**config.mk**
```make
export PLATFORM = sky130hd
export DESIGN_NAME = mem_port_arbiter_flat
export DESIGN_NICKNAME = d
export VERILOG_FILES = /design/src/rtl/mem_port_arbiter_if.sv /design/src/rtl/mem_port_arbiter.sv /design/src/flat_wrapper.sv
export SDC_FILE = /design/constraint.sdc
export NUM_CORES = 1
export LEC_CHECK = 0
export BUFFER_PORTS_ARGS = -buffer_cell sky130_fd_sc_hd__buf_2
export CAP_MARGIN = 0
export CORE_ASPECT_RATIO = 1.5
export CORE_MARGIN = 4
export CORE_UTILIZATION = 35
export DETAILED_ROUTE_END_ITERATION = 8
export SYNTH_ARGS = -nofsm -noshare
export SYNTH_HDL_FRONTEND = slang
export SYNTH_SLANG_ARGS = --single-unit
export TNS_END_PERCENT = 1
```
**constraint.sdc**
```tcl
create_clock -name clk -period 4.4 [get_ports clk]
set_input_delay 0.66 -clock clk [delete_from_list [all_inputs] [get_ports clk]]
set_output_delay 0.66 -clock clk [all_outputs]
set_load 0.005 [all_outputs]
```
**src/rtl/mem_port_arbiter_if.sv**
```systemverilog
// Memory-side bus of mem_port_arbiter: at most one access in flight.
interface mem_port_arbiter_if #(
    parameter int AW = 32,
    parameter int DW = 32
);
    // Handshake: the master raises mem_req with we/addr/wdata/be already stable and
    // holds all of them until the slave answers with mem_ready = 1 (one cycle, read data
    // valid in that same cycle). mem_ready while mem_req = 0 carries no meaning.
    logic          mem_req;
    logic          mem_we;
    logic [AW-1:0] mem_addr;
    logic [DW-1:0] mem_wdata;
    logic [3:0]    mem_be;
    logic [DW-1:0] mem_rdata;
    logic          mem_ready;

    modport master (
        output mem_req,
        output mem_we,
        output mem_addr,
        output mem_wdata,
        output mem_be,
        input  mem_rdata,
        input  mem_ready
    );

    modport slave (
        input  mem_req,
        input  mem_we,
        input  mem_addr,
        input  mem_wdata,
        input  mem_be,
        output mem_rdata,
        output mem_ready
    );
endinterface

```
**src/rtl/mem_port_arbiter.sv**
```systemverilog
// Shares one variable-latency memory between the core's fetch and data ports:
// grant FSM, per-access timeout, data-port byte enables and pipeline stall.
module mem_port_arbiter #(
    parameter int AW           = 32,
    parameter int DW           = 32,
    parameter int TIMEOUT      = 64,
    parameter int MAX_DATA_RUN = 4
) (
    input  logic               clk,
    input  logic               rst_n,
    input  logic               if_req,
    input  logic [AW-1:0]      if_addr,
    output logic               if_ack,
    output logic [DW-1:0]      if_rdata,
    input  logic               d_req,
    input  logic               d_we,
    input  logic [AW-1:0]      d_addr,
    input  logic [DW-1:0]      d_wdata,
    input  logic [2:0]         d_funct3,
    output logic               d_ack,
    output logic [DW-1:0]      d_rdata,
    output logic               err,
    mem_port_arbiter_if.master mem,
    output logic               core_stall,
    output logic [1:0]         dbgState
);

    localparam logic [1:0] IDLE   = 2'd0;
    localparam logic [1:0] BUSY_I = 2'd1;
    localparam logic [1:0] BUSY_D = 2'd2;

    localparam int TW = (TIMEOUT > 1) ? $clog2(TIMEOUT) : 1;
    localparam int RW = $clog2(MAX_DATA_RUN + 1);
    localparam logic [TW-1:0] TO_LAST = TW'(TIMEOUT - 1);
    localparam logic [RW-1:0] RUN_MAX = RW'(MAX_DATA_RUN);

    logic [1:0]    state;
    logic [TW-1:0] toCnt;
    logic [RW-1:0] runCnt;

    logic [3:0]    dBe;
    logic [DW-1:0] dWdata;
    logic          dMisalign;

    logic inIdle;
    logic toHit;
    logic doneI;
    logic doneD;
    logic decide;
    logic candI;
    logic candD;
    logic pickD;
    logic pickI;
    logic grantI;
    logic grantD;
    logic misD;

    // Fetches are always word accesses; the low address bits carry no information.
    logic unusedIfAddrBits;
    assign unusedIfAddrBits = ^if_addr[1:0];

    // Data-port lane decode. Loads keep all four enables; the core extends the raw word.
    always_comb begin
        dBe       = 4'b1111;
        dWdata    = d_wdata;
        dMisalign = 1'b0;
        case (d_funct3)
            3'b000, 3'b100: begin
                if (d_we) dBe = 4'b0001 << d_addr[1:0];
                dWdata = {4{d_wdata[7:0]}};
            end
            3'b001, 3'b101: begin
                dMisalign = d_addr[0];
                if (d_we) dBe = 4'b0011 << {d_addr[1], 1'b0};
                dWdata = {2{d_wdata[15:0]}};
            end
            3'b010: begin
                dMisalign = (d_addr[1:0] != 2'b00);
            end
            default: begin
                dMisalign = 1'b1;
            end
        endcase
    end

    // A timeout only fires when the memory has not answered on the last allowed cycle.
    assign inIdle = (state == IDLE);
    assign toHit  = !inIdle && (toCnt == TO_LAST) && !mem.mem_ready;
    assign doneI  = (state == BUSY_I) && (mem.mem_ready || toHit);
    assign doneD  = (state == BUSY_D) && (mem.mem_ready || toHit);
    assign decide = inIdle || doneI || doneD;

    // The port being acked this edge drops out of the decision it shares the edge with.
    assign candI = if_req && !doneI;
    assign candD = d_req && !doneD;
    assign pickD = candD && ((runCnt < RUN_MAX) || !candI);
    assign pickI = candI && !pickD;

    // A misaligned data access is answered straight from IDLE without touching memory.
    // If it would be chosen on a fetch-completion edge, the FSM returns to IDLE and
    // answers it one edge later, so its err never shares a cycle with if_ack.
    assign grantD = decide && pickD && !dMisalign;
    assign grantI = decide && pickI;
    assign misD   = inIdle && pickD && dMisalign;

    always_ff @(posedge clk) begin
        if (!rst_n) begin
            state         <= IDLE;
            toCnt         <= '0;
            runCnt        <= '0;
            if_ack        <= 1'b0;
            if_rdata      <= '0;
            d_ack         <= 1'b0;
            d_rdata       <= '0;
            err           <= 1'b0;
            mem.mem_req   <= 1'b0;
            mem.mem_we    <= 1'b0;
            mem.mem_addr  <= '0;
            mem.mem_wdata <= '0;
            mem.mem_be    <= 4'b0000;
        end else begin
            if_ack <= 1'b0;
            d_ack  <= 1'b0;
            err    <= 1'b0;

            if (doneI) begin
                if_ack   <= 1'b1;
                if_rdata <= mem.mem_ready ? mem.mem_rdata : '0;
                err      <= !mem.mem_ready;
            end

            if (doneD) begin
                d_ack   <= 1'b1;
                d_rdata <= mem.mem_ready ? mem.mem_rdata : '0;
                err     <= !mem.mem_ready;
            end

            if (misD) begin
                d_ack   <= 1'b1;
                d_rdata <= '0;
                err     <= 1'b1;
            end

            if (doneI || doneD) mem.mem_req <= 1'b0;

            if (grantD) begin
                state         <= BUSY_D;
                mem.mem_req   <= 1'b1;
                mem.mem_we    <= d_we;
                mem.mem_addr  <= {d_addr[AW-1:2], 2'b00};
                mem.mem_wdata <= dWdata;
                mem.mem_be    <= dBe;
            end else if (grantI) begin
                state         <= BUSY_I;
                mem.mem_req   <= 1'b1;
                mem.mem_we    <= 1'b0;
                mem.mem_addr  <= {if_addr[AW-1:2], 2'b00};
                mem.mem_wdata <= '0;
                mem.mem_be    <= 4'b1111;
            end else if (doneI || doneD) begin
                state <= IDLE;
            end

            if (grantD || grantI) begin
                toCnt <= '0;
            end else if (!inIdle) begin
                toCnt <= toCnt + TW'(1);
            end else begin
                toCnt <= '0;
            end

            // Run length of data grants that starved a waiting fetch.
            if (!if_req || grantI) begin
                runCnt <= '0;
            end else if ((grantD || misD) && (runCnt < RUN_MAX)) begin
                runCnt <= runCnt + RW'(1);
            end
        end
    end

    assign core_stall = (if_req & ~if_ack) | (d_req & ~d_ack);
    assign dbgState   = state;

endmodule

```
**src/flat_wrapper.sv**
```systemverilog
// flat-port wrapper written by rule: the top's interface ports become plain ports
module mem_port_arbiter_flat 
#(
    parameter int AW           = 32,
    parameter int DW           = 32,
    parameter int TIMEOUT      = 64,
    parameter int MAX_DATA_RUN = 4
)
  (clk, rst_n, if_req, if_addr, if_ack, if_rdata, d_req, d_we, d_addr, d_wdata, d_funct3, d_ack, d_rdata, err, core_stall, dbgState, mem_mem_req, mem_mem_we, mem_mem_addr, mem_mem_wdata, mem_mem_be, mem_mem_rdata, mem_mem_ready);
  mem_port_arbiter_if #(.AW(AW), .DW(DW)) mem_i ();
  input  logic clk;
  input  logic rst_n;
  input  logic if_req;
  input  logic [AW-1:0] if_addr;
  output logic if_ack;
  output logic [DW-1:0] if_rdata;
  input  logic d_req;
  input  logic d_we;
  input  logic [AW-1:0] d_addr;
  input  logic [DW-1:0] d_wdata;
  input  logic [2:0] d_funct3;
  output logic d_ack;
  output logic [DW-1:0] d_rdata;
  output logic err;
  output logic core_stall;
  output logic [1:0] dbgState;
  output wire logic [$bits(mem_i.mem_req)-1:0] mem_mem_req;
  output wire logic [$bits(mem_i.mem_we)-1:0] mem_mem_we;
  output wire logic [$bits(mem_i.mem_addr)-1:0] mem_mem_addr;
  output wire logic [$bits(mem_i.mem_wdata)-1:0] mem_mem_wdata;
  output wire logic [$bits(mem_i.mem_be)-1:0] mem_mem_be;
  input wire logic [$bits(mem_i.mem_rdata)-1:0] mem_mem_rdata;
  input wire logic [$bits(mem_i.mem_ready)-1:0] mem_mem_ready;
  assign mem_mem_req = mem_i.mem_req;
  assign mem_mem_we = mem_i.mem_we;
  assign mem_mem_addr = mem_i.mem_addr;
  assign mem_mem_wdata = mem_i.mem_wdata;
  assign mem_mem_be = mem_i.mem_be;
  assign mem_i.mem_rdata = mem_mem_rdata;
  assign mem_i.mem_ready = mem_mem_ready;
  mem_port_arbiter #(.AW(AW), .DW(DW), .TIMEOUT(TIMEOUT), .MAX_DATA_RUN(MAX_DATA_RUN)) u_core (.clk(clk), .rst_n(rst_n), .if_req(if_req), .if_addr(if_addr), .if_ack(if_ack), .if_rdata(if_rdata), .d_req(d_req), .d_we(d_we), .d_addr(d_addr), .d_wdata(d_wdata), .d_funct3(d_funct3), .d_ack(d_ack), .d_rdata(d_rdata), .err(err), .mem(mem_i), .core_stall(core_stall), .dbgState(dbgState));
endmodule
```
== Yosys cells after proc, flatten, opt, wreduce, memory -nomap -nowiden ==
Index checks and enable logic that the tools add are counted.
Word-level totals
  register bits: 146
  bits of input ports: 137
  word-level logic and storage cells: 100
Cells by class
  add/sub/neg operators: 2
  magnitude comparators: 1
  eq/ne operators: 7
  shifts and indexed selects: 2
  muxes and demuxes: 26
  bitwise gates (word level): 6
  reduce and logical (&&, ||, !) cells: 42
Operators with widths (count)
  32-bit two-way mux: 5
  32-bit case mux with 2 select lines: 1
  4-bit two-way mux: 4
  1-bit logical AND: 14
  1-bit two-way mux: 11
  2-bit OR reduction: 5
  1-bit logical NOT: 8
  1-bit logical OR: 8
  4-bit case mux with 2 select lines: 1
  6-bit by 1-bit adder with 6-bit output, second input constant: 1
  3-bit equality test, second input constant: 2
  6-bit equality test, second input constant: 1
  2-bit two-way mux: 3
  2-bit nonzero test: 3
  1-bit by 2-bit left shift with 4-bit output, first input constant: 1
  2-bit by 2-bit left shift with 4-bit output, first input constant: 1
  3-bit by 1-bit adder with 3-bit output, second input constant: 1
  3-bit by 1-bit equality test with 1-bit output, second input constant: 1
  3-bit by 2-bit equality test with 1-bit output, second input constant: 1
  3-bit logical NOT: 1
  3-bit < comparator, second input constant: 1
  1-bit inverter: 3
  1-bit case mux with 3 select lines: 1
  3-bit nonzero test: 1
  6 further kinds: 7

== Depth between registers and ports, before layout ==
  depth after elaboration: 16
  depth in mapped cells: 7

== Least setup slack after synthesis ==
No wires, ideal clock.
  path kind: input to register
  start: input d_funct3[1]
  end: register u_core.mem.mem_wdata[2]
  arrival: 1.897 ns
  required time: 4.284 ns
  slack: 2.387 ns
  stages: 7
  path buffers: 3
  path through: buf_2 a21oi_1 o221ai_2 buf_2 buf_1 nor3_1 a41o_1
On the way
  longest elaborated chain between the ends: 6
  elaborated cells between the ends (all ways): 12
  those cells by class: eq/ne (4); mux (2); reduce/logical (6)
Ends and longest elaborated chain
  start: declaration: RTL line flat_wrapper.sv:21  | input logic [2:0] d_funct3;
  3-bit by 1-bit equality test with 1-bit output (tied with other cells): RTL line mem_port_arbiter.sv:67  | case (d_funct3)
  2-bit OR reduction: RTL line mem_port_arbiter.sv:67
  1-bit case mux with 3 select lines *: RTL line mem_port_arbiter.sv:67
  1-bit logical NOT *: RTL line mem_port_arbiter.sv:102  | assign grantD = decide && pickD && !dMisalign;
  1-bit logical AND *: RTL line mem_port_arbiter.sv:102
  32-bit two-way mux or 2-bit nonzero test (tied branches)
  end signal: assignment: RTL line mem_port_arbiter.sv:151  | mem.mem_wdata <= dWdata;
  end: declaration: RTL line mem_port_arbiter_if.sv:21  | output mem_wdata,
Every way passes the cells marked *; elsewhere a longest branch is shown, timed or not.
A chain may end at the register's enable or synchronous reset.

== Worst setup path after layout ==
  start: register u_core.toCnt[0]
  end: register u_core.mem.mem_we
On the way
  longest elaborated chain between the ends: 14
  elaborated cells between the ends (all ways): 22
  those cells by class: eq/ne (1); mux (1); reduce/logical (20)
Ends and longest elaborated chain
  start: declaration: RTL line mem_port_arbiter.sv:38  | logic [TW-1:0] toCnt;
  start signal: assignment: RTL line mem_port_arbiter.sv:167  | toCnt <= toCnt + TW'(1);
  6-bit equality test *: RTL line mem_port_arbiter.sv:88  | assign toHit = !inIdle && (toCnt == TO_LAST) && !mem.mem_ready;
  1-bit logical AND * (2 in series): RTL line mem_port_arbiter.sv:88
  1-bit logical OR *: RTL line mem_port_arbiter.sv:89, mem_port_arbiter.sv:90
  1-bit logical AND: RTL line mem_port_arbiter.sv:89  | assign doneI = (state == BUSY_I) && (mem.mem_ready || toHit);
  1-bit logical NOT: RTL line mem_port_arbiter.sv:94  | assign candI = if_req && !doneI;
  1-bit logical AND: RTL line mem_port_arbiter.sv:94
  1-bit logical NOT: RTL line mem_port_arbiter.sv:96  | assign pickD = candD && ((runCnt < RUN_MAX) || !candI);
  1-bit logical OR: RTL line mem_port_arbiter.sv:96
  1-bit logical AND: RTL line mem_port_arbiter.sv:96
  1-bit logical NOT: RTL line mem_port_arbiter.sv:97  | assign pickI = candI && !pickD;
  1-bit logical AND: RTL line mem_port_arbiter.sv:97
  1-bit logical AND: RTL line mem_port_arbiter.sv:103  | assign grantI = decide && pickI;
  2-bit nonzero test (no line)
  end signal: assignment: RTL line mem_port_arbiter.sv:149  | mem.mem_we <= d_we;
  end: declaration: RTL line mem_port_arbiter_if.sv:19  | output mem_we,
Marks and branches as above.

==> impl_results.md <==
- Status: finished, final reports clean
- Starting density of the core: between 30% and 40%
- CP max FO: 33
- First-pass GRT wire length: ~36 mm
- Final setup fails: 0
- CTS Buf Count: 17
- Clock latency on the worst-skew pair: ~0.42 ns
- Commonest non-fill, non-tap cells in the layout: buf_2 (272), dfxtp_1 (146), nor2_1 (70), a22oi_1 (64), o21ai_0 (59)
- Leakage dissipation: approximately 3.8 nW
- Fmax: between 300 and 400 MHz
- Cells after synthesis: about 700
- Initial drt markers: around 350
- Post-layout net count: 1066
- R2R Setup Slk: approximately 1.7 ns
- Fin cells: ~1200
- Max-slew violations: 0
- R2R cell count: 6
- Seq cells post-synth: approximately 150
- Compound-cell area share of the yosys netlist: between 20% and 30%
- Max clock buf depth: 2
- CTS clock-pin slew for the worst setup and hold paths: about 0.060 ns
- Setup repair bufs after CTS: 0
- Leading area contributor after synthesis: dfxtp_1
- Gr usage total: a little over a fifth
- Core box area: 0.0185 mm2
- Max-cap violation count: 0
- # fillers: between 1500 and 2000
- Hold-fix buffers at CTS: 0
- Post-Synth XOR/XNOR Area: less than 1%
- Worst path required time: 4.70 ns
- Setup Skew: 0.0112 ns
- Final Hold Viols: 0
- Quantity of gates resized following cts: 0
- Mapped Area: approximately 0.0066 mm2
- Fraction of layout cells with a size suffix above 1: 39.8%
- Hpwl dp: roughly 15 mm
- Slew HR: 27.6%
- Simple-Gate Fraction of Synth Area: between 10% and 20%
- Slew @ Worst Pin: ~1.1 ns
- P per Cell Area: slightly above 400 mW/mm2
- Antenna-violating nets left: 0
- Synth cell types: a little over 50
- Row count: ~60
- Critical path arrival: approximately 3 ns
- Critical R2R Launch: u_core.toCnt[0]$_SDFF_PP0_
- Post-DR wirelength/cell: around 19 um
- TNS Setup: 0 ns
- Diode count: 0
- Pre-antenna DRT Iters: 5
- Ys async rst share: 0%
- Worst R2R End: u_core.mem.mem_we$_SDFFE_PN0P_
- Commonest non-fill, non-tap cell in the layout: buf_2
- Syn Area/Cell: between 9 and 10 um2
- Synth Area in Adders: less than 1%
- Critical path class: reg -> reg
- Worst Hold Class: reg -> reg
- Total overflow reported by the global router: 0
- Worst stage delay on the critical path: about 0.74 ns
- Largest net degree at the start of global routing: 70
- Mux cell area share after synthesis: between 4 and 5%
- Total power: between 3 and 4 mW
- Slowest stage cell, crit path: nand3_1
- Area contributors post-synth: dfxtp_1 (44%), a22oi_1 (7.3%), a311oi_2 (6.6%), o21ai_0 (4.5%), nor2_1 (4.0%)
- Via density: 5.50
- Worst setup path startpoint: u_core.toCnt[0]$_SDFF_PP0_
- Drt drc: 0
- DIE HEIGHT: between 150 and 200 um
- Die Wd: ~120 um
- Post-synth EDFFs: 0
- Post-synthesis sequential area ratio: roughly 44%
- CTS root buf: clkbuf_16
- RSZ-0062 raised after global routing: no
- Area growth, synth to finish: 31.3%
- Yosys top cell area share: roughly 44%
- PortBufs: 272
- Main combinational cell family by area after synthesis: compound AO/OA/AOI/OAI gates
- Final Cycle Share: around three fifths
- Startpoint type of the worst setup path: flip-flop
- Die area: roughly 0.021 mm2
- Final GP Congestion: between 0.7 and 0.8
- Vias in the first global route: ~6600
- Placed cells: between 1000 and 1500
- TritonCTS clock tree: built
- Crit-path cells: ha_1 > nand2_1 > o21ai_2 > buf_4 > nand3_1 > a41o_1
- Worst Setup EP: u_core.mem.mem_we$_SDFFE_PN0P_
- Yosys warns: 0
- CTS sink count: between 100 and 150
- CP Capture Type: flip-flop
- Io pins: ~280
- Max IR drop VDD: about 0.21 mV
- Min cycle time layout: approximately 2.7 ns
- H-tree lvl count: 4
- Initial antenna violation count: 0
- Top_reg_cell synth: dfxtp_1
- Vias after detailed routing: roughly 6600
- WL final: 22.7 mm
- Util after Layout: between 40 and 50%
==> metrics by stage <==
step	cell area, um2	setup WS (ns)	hold slack [ns]
floorplan	6590	2.39	0.458
global placement	8000	1.37	0.462
detailed placement	8000	1.39	0.467
CTS	8650	1.67	0.475
global route	8650	1.47	0.496
finish	8650	1.69	0.472
==> cells by family (layout without fill, tap and decap cells) <==
| family | Yosys count | after routing |
|---|---|---|
| xor gates and xnor gates | 4 | 4 |
| adders and majority gates | 2 | 2 |
| muxes | 26 | 26 |
| and+or+nand+nor | 201 | 201 |
| buffers and inverters | 91 | 326 |
| DFF | 146 | 146 |
| other | 1 | 2 |
| AOI/OAI and AO/OA | 233 | 233 |
==> flip-flops by register name (all words and copies together) (netlist names), 2 cells and up <==
name,cells
u_core.dbgState,2
u_core.toCnt,6
u_core.mem.mem_addr,30
u_core.d_rdata,32
u_core.mem.mem_be,4
u_core.if_rdata,32
u_core.runCnt,3
u_core.mem.mem_wdata,32
==> critical path, delay by kind of cell (launching register included) <==
family | cells | cell delay, ns
simple gates | 2 | 0.87
compound gates | 2 | 0.62
flops | 1 | 0.38
buf+inv | 1 | 0.38
fa+ha+maj | 1 | 0.35
==> worst min path at each step <==
stage | cells after the start | startpoint | end
2_1_floorplan | 1 | u_core.toCnt[0]$_SDFF_PP0_ | u_core.toCnt[0]$_SDFF_PP0_
3_3_place_gp | 2 | u_core.mem.mem_wdata[22]$_SDFFE_PN0P_ | u_core.mem.mem_wdata[22]$_SDFFE_PN0P_
3_5_place_dp | 2 | u_core.mem.mem_wdata[20]$_SDFFE_PN0P_ | u_core.mem.mem_wdata[20]$_SDFFE_PN0P_
4_1_cts | 2 | u_core.mem.mem_wdata[20]$_SDFFE_PN0P_ | u_core.mem.mem_wdata[20]$_SDFFE_PN0P_
5_1_grt | 2 | u_core.mem.mem_wdata[20]$_SDFFE_PN0P_ | u_core.mem.mem_wdata[20]$_SDFFE_PN0P_
6_report | 2 | u_core.mem.mem_wdata[14]$_SDFFE_PN0P_ | u_core.mem.mem_wdata[14]$_SDFFE_PN0P_
==> layout make-up <==
cell class | count | area (um2) | area share, %
Sequential cell | 146 | 2920 | 33.8
Clock buffer | 21 | 470 | 5.44
Tap cell | 252 | 315 | 3.65
Multi-Input combinational cell | 468 | 3260 | 37.7
Inverter | 7 | 27.5 | 0.318
Timing Repair Buffer | 287 | 1470 | 17.0
Clock inverter | 11 | 174 | 2.01
==> cell usage after synthesis (all sizes together) (10+ instances only) <==
cell and count:
a311oi 33, o21ai 62, nand4 30, o31ai 17
buf 39, a21oi 22, a41o 17, nor2 70
a22oi 64, mux2i 10, dfxtp 146, mux2 16
nand2 22, clkbuf 45, nor3 41
==> power breakdown <==
| part | switching [mW] | internal [mW] |
|---|---|---|
| combinational | 0.283 | 0.200 |
| sequential | 0.0352 | 1.39 |
| clock | 0.573 | 1.00 |
| total | 0.891 | 2.59 |
==> routing by layer <==
layer	track usage, %	vias to the layer above	wire length (um)	part of all wire, %
li1	-	3117	-	-
met3	5.80	31	1670	7.4
met5	0	-	0	0
met4	7.36	0	488	2.1
met2	37.1	247	11400	50
met1	24.5	3159	9120	40
Power figures use the tool's default switching activity.
